**src/rtl/pdh_sample_packer.sv**
```systemverilog
`default_nettype none
// ============================================================================
// Module      : pdh_sample_packer
// Description : Feeds dma_controller with sample data. It decimates the
//               16-bit A/B sample pairs, packs two kept pairs into each 64-bit
//               word and buffers the words in a first-word-fall-through FIFO.
//               The FIFO is read through a valid/ready word stream.
//               burst_avail_o is high when the FIFO holds at least one full
//               DMA burst.
// Ports       : aclk, rst_i (async, active-high)
//               enable_i, clear_i, decim_i         - capture control
//               sample_a_i, sample_b_i, sample_valid_i - sample pair input
//               word_o, word_valid_o, word_ready_i - FIFO head stream
//               burst_avail_o, level_o, overflow_o - FIFO status
// Revision    : 1.0 - initial release
// ============================================================================
module pdh_sample_packer #(
  parameter int FIFO_DEPTH = 32,
  parameter int BURST_LEN  = 16,
  parameter int DECIM_W    = 16
) (
  input  logic                          aclk,
  input  logic                          rst_i,
  input  logic                          enable_i,
  input  logic                          clear_i,
  input  logic [DECIM_W-1:0]            decim_i,
  input  logic [15:0]                   sample_a_i,
  input  logic [15:0]                   sample_b_i,
  input  logic                          sample_valid_i,
  output logic [63:0]                   word_o,
  output logic                          word_valid_o,
  input  logic                          word_ready_i,
  output logic                          burst_avail_o,
  output logic [$clog2(FIFO_DEPTH):0]   level_o,
  output logic                          overflow_o
);

  localparam int c_PTR_W = $clog2(FIFO_DEPTH);
  localparam int c_LVL_W = c_PTR_W + 1;

  localparam logic [c_LVL_W-1:0] c_DEPTH   = FIFO_DEPTH[c_LVL_W-1:0];
  localparam logic [c_LVL_W-1:0] c_BURST   = BURST_LEN[c_LVL_W-1:0];
  localparam logic [c_LVL_W-1:0] c_LVL_ONE = {{(c_LVL_W-1){1'b0}}, 1'b1};
  localparam logic [c_PTR_W-1:0] c_PTR_ONE = {{(c_PTR_W-1){1'b0}}, 1'b1};
  localparam logic [DECIM_W-1:0] c_CNT_ONE = {{(DECIM_W-1){1'b0}}, 1'b1};

  typedef enum logic [1:0] {
    IDLE   = 2'd0,
    RUN_LO = 2'd1,
    RUN_HI = 2'd2
  } state_t;

  state_t               r_state;
  logic [DECIM_W-1:0]   r_cnt;
  logic [31:0]          r_half;

  logic [63:0]          r_mem [FIFO_DEPTH];
  logic [c_PTR_W-1:0]   r_wr_ptr;
  logic [c_PTR_W-1:0]   r_rd_ptr;
  logic [c_LVL_W-1:0]   r_level;
  logic                 r_overflow;
  logic                 r_burst;

  logic                 w_running;
  logic                 w_accept;
  logic                 w_push_req;
  logic                 w_pop;
  logic                 w_full;
  logic                 w_push;
  logic                 w_drop;
  logic [c_LVL_W-1:0]   w_level_next;
  logic [63:0]          w_push_word;

  // A pair can only be taken while already in a run state with enable still
  // high; the IDLE->RUN_LO cycle never accepts.
  assign w_running   = (r_state != IDLE) && enable_i && !clear_i;
  assign w_accept    = w_running && sample_valid_i && (r_cnt == '0);
  assign w_push_req  = w_accept && (r_state == RUN_HI);
  assign w_push_word = {sample_a_i, sample_b_i, r_half};

  // A pop at full frees the slot the simultaneous push lands in, so the push
  // goes through and only a push without a pop at full is dropped.
  assign w_pop  = (r_level != '0) && word_ready_i && !clear_i;
  assign w_full = (r_level == c_DEPTH);
  assign w_push = w_push_req && (!w_full || w_pop);
  assign w_drop = w_push_req && w_full && !w_pop;

  always_comb begin
    w_level_next = r_level;
    if (w_push && !w_pop) begin
      w_level_next = r_level + c_LVL_ONE;
    end else if (!w_push && w_pop) begin
      w_level_next = r_level - c_LVL_ONE;
    end
  end

  // Capture FSM: decimation counter and half-word register.
  always_ff @(posedge aclk or posedge rst_i) begin
    if (rst_i) begin
      r_state <= IDLE;
      r_cnt   <= '0;
      r_half  <= '0;
    end else if (clear_i) begin
      r_state <= enable_i ? RUN_LO : IDLE;
      r_cnt   <= '0;
      r_half  <= '0;
    end else if (!enable_i) begin
      r_state <= IDLE;
      r_cnt   <= '0;
      r_half  <= '0;
    end else begin
      case (r_state)
        IDLE: begin
          r_state <= RUN_LO;
        end
        RUN_LO, RUN_HI: begin
          if (sample_valid_i) begin
            if (r_cnt == '0) begin
              // Ratio is picked up at every reload, so a new decim_i takes
              // effect after the next accepted pair.
              r_cnt <= decim_i;
              if (r_state == RUN_LO) begin
                r_half  <= {sample_a_i, sample_b_i};
                r_state <= RUN_HI;
              end else begin
                r_state <= RUN_LO;
              end
            end else begin
              r_cnt <= r_cnt - c_CNT_ONE;
            end
          end
        end
        default: begin
          r_state <= IDLE;
        end
      endcase
    end
  end

  // FIFO storage has no reset; the head is masked while the FIFO is empty.
  always_ff @(posedge aclk) begin
    if (w_push) begin
      r_mem[r_wr_ptr] <= w_push_word;
    end
  end

  always_ff @(posedge aclk or posedge rst_i) begin
    if (rst_i) begin
      r_wr_ptr   <= '0;
      r_rd_ptr   <= '0;
      r_level    <= '0;
      r_overflow <= 1'b0;
      r_burst    <= 1'b0;
    end else if (clear_i) begin
      r_wr_ptr   <= '0;
      r_rd_ptr   <= '0;
      r_level    <= '0;
      r_overflow <= 1'b0;
      r_burst    <= 1'b0;
    end else begin
      if (w_push) begin
        r_wr_ptr <= r_wr_ptr + c_PTR_ONE;
      end
      if (w_pop) begin
        r_rd_ptr <= r_rd_ptr + c_PTR_ONE;
      end
      r_level <= w_level_next;
      if (w_drop) begin
        r_overflow <= 1'b1;
      end
      r_burst <= (w_level_next >= c_BURST);
    end
  end

  assign word_valid_o  = (r_level != '0);
  assign word_o        = word_valid_o ? r_mem[r_rd_ptr] : '0;
  assign level_o       = r_level;
  assign overflow_o    = r_overflow;
  assign burst_avail_o = r_burst;

endmodule
`default_nettype wire
```
**config.mk**
```make
export PLATFORM = sky130hd
export DESIGN_NAME = pdh_sample_packer
export DESIGN_NICKNAME = d
export VERILOG_FILES = /design/src/rtl/pdh_sample_packer.sv
export SDC_FILE = /design/constraint.sdc
export NUM_CORES = 2
export LEC_CHECK = 0
export ABC_CLOCK_PERIOD_IN_PS = 6460
export CORE_MARGIN = 8
export CORE_UTILIZATION = 59
export DETAILED_ROUTE_END_ITERATION = 8
export PLACE_DENSITY = 0.83
export SETUP_SLACK_MARGIN = 0.05
export SYNTH_ARGS = -nofsm -noshare
export SYNTH_HDL_FRONTEND = slang
export SYNTH_SLANG_ARGS = --single-unit
```
**constraint.sdc**
```tcl
create_clock -name aclk -period 6.46 [get_ports aclk]
set_input_delay 1.292 -clock aclk [delete_from_list [all_inputs] [get_ports aclk]]
set_output_delay 1.292 -clock aclk [all_outputs]
set_load 0.01 [all_outputs]
```
==> results.cfg <==
[run_status]
run_status = finished, final reports clean

[route]
ant_nets = 0
firstDrtPassIters = 6
drt_iter0_markers = 6731
routed_wirelength_um = 228000
drt-wirelength-per-cell_um = 39.5
vias = 42977
vias_per_cell = 7.44
drc = 0

[sta]
fin_crit_ns = 6.07
tns_ns = 0
finalClockSkew_ns = 0.0296
setup_viol = 0
hold_viol_final = 0
slew_violations = 0
fin_crit_sh_pct = 94.0
worst_pin_slew_ns = 1.39
rsz0062_at_grt = no
slew_headroom_pct = 7.15
max_freq_mhz = 165
finalWorstSetupSlack_ns = 0.386

[clocking]
ctsRootBufferMaster = clkbuf_16
cts_buffers = 197
clkSinkCount = 2116
ctsHoldBuffers = 0
htree_levels = 4
clk_latency_ns = 0.85
cts_max_path_buffers = 3
clk_pin_slew_worst_paths_ns = 0.07
post_cts_buffers = 0
cts_tree = built
ctsResizeCount = 0

[pwr]
clock_power_share_pct = 37.0
switching_share_pct = 25.7
ir_drop_mv = 0.389
seq_power_share_pct = 47.1
finalPower_mw = 32.4
power.density_nw_per_um2 = 353
p_switching_mw = 8.31
power.static_leakage_nw = 30.0
pwr-share-comb_pct = 15.9
internal_power_mw = 24.0

[critical_path]
cp_top_family = buffers and inverters
critPathBufInv = 3
worstSetupStartpointType = flop
cpMostUsedCell = buf_4
cp_data_arrival_time_ns = 4.78
cp_slowest_cell = dfrtp_4
path_max_fanout = 51
r2r_start = r_cnt[0]
reg2reg_to = r_mem[22][46]
worst-setup-path-type = flop to output pin
critPathMaxStageDelay_ns = 1.15
crit_required_ns = 5.17
worstSetupEndpointType = output pin
crit_chain = buf_4, buf_4, mux4_2, a22o_1, a221oi_1, o22ai_1, clkdlybuf4s50_1
r2r_slack_ns = 2.25
r2r_cells = 8

[die]
die_area_um2 = 149000
fp.dieH_um = 386
pin_count = 127
dieWidth_um = 386
start_util_pct = 59.1
core-area_um2 = 137000
rows = 136

[global_route]
grt_overflow = 0
grt_pass1_vias = 44065
antenna_found_initial = 7
track_usage_pct = 30.5
grt_max_degree = 99
grt_pass1_wl_um = 321000

[placed_design]
place_ws_ns = 1.23
io_buffers = 126
hpwlAfterDp_um = 105000
gp_congestion = 0.808

[final_layout]
drive_gt1_share_pct = 25.1
layout_commonest_cell = edfxtp_1
nNetsFinal = 3876
syn_to_final_growth_pct = 13.5
final_cell_mix = 2048 x edfxtp_1, 515 x mux4_2, 202 x clkbuf_16, 126 x clkdlybuf4s50_1, 93 x a22o_1

[job]
maxCapViolations = 0

[synth]
synthCells = 3563
syn_nets = 3630
ys_ff_latch = 2116
ys_seq_area_share_pct = 78.2
yosys_warnings = 0
ys.flop_type = edfxtp_1
synthArstFlopShare_pct = 3.21
synth-edff-count = 2048
syn_area_um2 = 80800
synth_cell_types = 56
avgSynthCellArea_um2 = 22.7

[min_path]
holdPathEnd = overflow_o
hp-start = overflow_o
hold-path-cell-count = 2
min_path_type = flop to flop
==> tightest hold or removal path, delay by kind of cell, from the launching register on <==
| kind | cells | cell delay (ns) |
|---|---|---|
| flip-flops | 1 | 0.36 |
| AND/OR/NAND/NOR | 1 | 0.08 |
| AO/OA/AOI/OAI | 1 | 0.05 |
==> cell type report <==
type / count / area, um^2
fillers: 7576 / 45100
repair buffers: 253 / 2770
clock inverters: 122 / 1260
clock buffers: 243 / 5240
well taps: 1794 / 2240
flip-flops and latches: 2116 / 63200
multi-input cells: 1227 / 16900
diodes: 6 / 15.0
inverters: 14 / 56.3
==> metal layers <==
| layer | wire, um | global-route usage (%) |
|---|---|---|
| met4 | 14200 | 16.2 |
| met3 | 30800 | 10.3 |
| met5 | 23 | 0 |
| met1 | 71600 | 36.6 |
| met2 | 111000 | 49.3 |
==> worst max-delay path by stage <==
| stage | start | to | slack (ns) | cells after the start |
|---|---|---|---|---|
| floorplan | clear_i | r_mem[30][0] | 0.76 | 5 |
| global route | r_rd_ptr[0] | word_o[16] | 0.24 | 9 |
| CTS | r_rd_ptr[0] | word_o[16] | 0.38 | 9 |
| finish | r_rd_ptr[1] | word_o[2] | 0.39 | 7 |
| detailed placement | clear_i | r_mem[22][40] | 1.23 | 8 |
| global placement | clear_i | r_mem[4][6] | 1.33 | 8 |
==> cells by family after synthesis <==
| logic type | share of synthesized area [%] |
|---|---|
| adders and majority gates | 0.201 |
| and+or+nand+nor | 1.29 |
| muxes | 15.3 |
| xor gates and xnor gates | 0.141 |
| DFF | 78.2 |
| buffers and inverters | 1.25 |
| AOI/OAI and AO/OA | 3.58 |
==> flip-flops by register name, indices dropped and copies added, names as in the netlist <==
register       count
r_rd_ptr           5
r_wr_ptr           5
burst_avail_o      1
r_half            32
r_mem           2048
level_o            6
overflow_o         1
r_state            2
r_cnt             16
==> cell usage after synthesis, drive strengths merged, types with 3 or more instances <==
| master | n | area share [%] |
|---|---|---|
| o21ai | 70 | 0.43 |
| a22oi | 53 | 0.49 |
| or3 | 5 | 0.045 |
| nor4 | 7 | 0.080 |
| and2 | 5 | 0.039 |
| edfxtp | 2048 | 76 |
| mux4 | 515 | 14 |
| inv | 14 | 0.065 |
| clkbuf | 69 | 0.32 |
| dfrtp | 68 | 2.1 |
| a221o | 12 | 0.15 |
| nand2b | 4 | 0.031 |
| a22o | 93 | 1.0 |
| xnor2 | 6 | 0.065 |
| ha | 13 | 0.20 |
| nor2 | 71 | 0.33 |
| nand2 | 34 | 0.17 |
| xor2 | 7 | 0.076 |
| a211oi | 21 | 0.20 |
| a221oi | 50 | 0.54 |
| nor2b | 27 | 0.21 |
| nand3 | 6 | 0.037 |
| and3 | 11 | 0.085 |
| a31oi | 22 | 0.17 |
| o22ai | 26 | 0.20 |
| mux2i | 68 | 0.84 |
| nor3 | 14 | 0.10 |
| a21oi | 53 | 0.33 |
| mux2 | 11 | 0.15 |
| nand3b | 3 | 0.028 |
| buf | 137 | 0.86 |
| nand4 | 4 | 0.039 |
==> power groups by stage <==
stage	Clock [mW]	Combinational, mW	Sequential, mW
6_report	12.0	5.15	15.2
5_1_grt	12.5	5.38	15.2
4_1_cts	12.0	5.15	15.2
3_5_place_dp	0	4.99	15.5
3_3_place_gp	0	4.88	15.5
2_1_floorplan	0	3.32	15.4
==> through the flow <==
| step | instances | area [um^2] | hold WS, ns | util (%) |
|---|---|---|---|---|
| 4_1_cts | 5769 | 91700 | 0.523 | 67.0 |
| 3_5_place_dp | 5404 | 85200 | 0.503 | 62.3 |
| 5_1_grt | 5770 | 91700 | 0.570 | 67.0 |
| 2_1_floorplan | 3563 | 80800 | 0.484 | - |
| 3_3_place_gp | 5404 | 85200 | 0.515 | 62.3 |
| 6_report | 5775 | 91700 | 0.531 | 67.0 |
No activity file was read; power rests on OpenSTA's default activity.
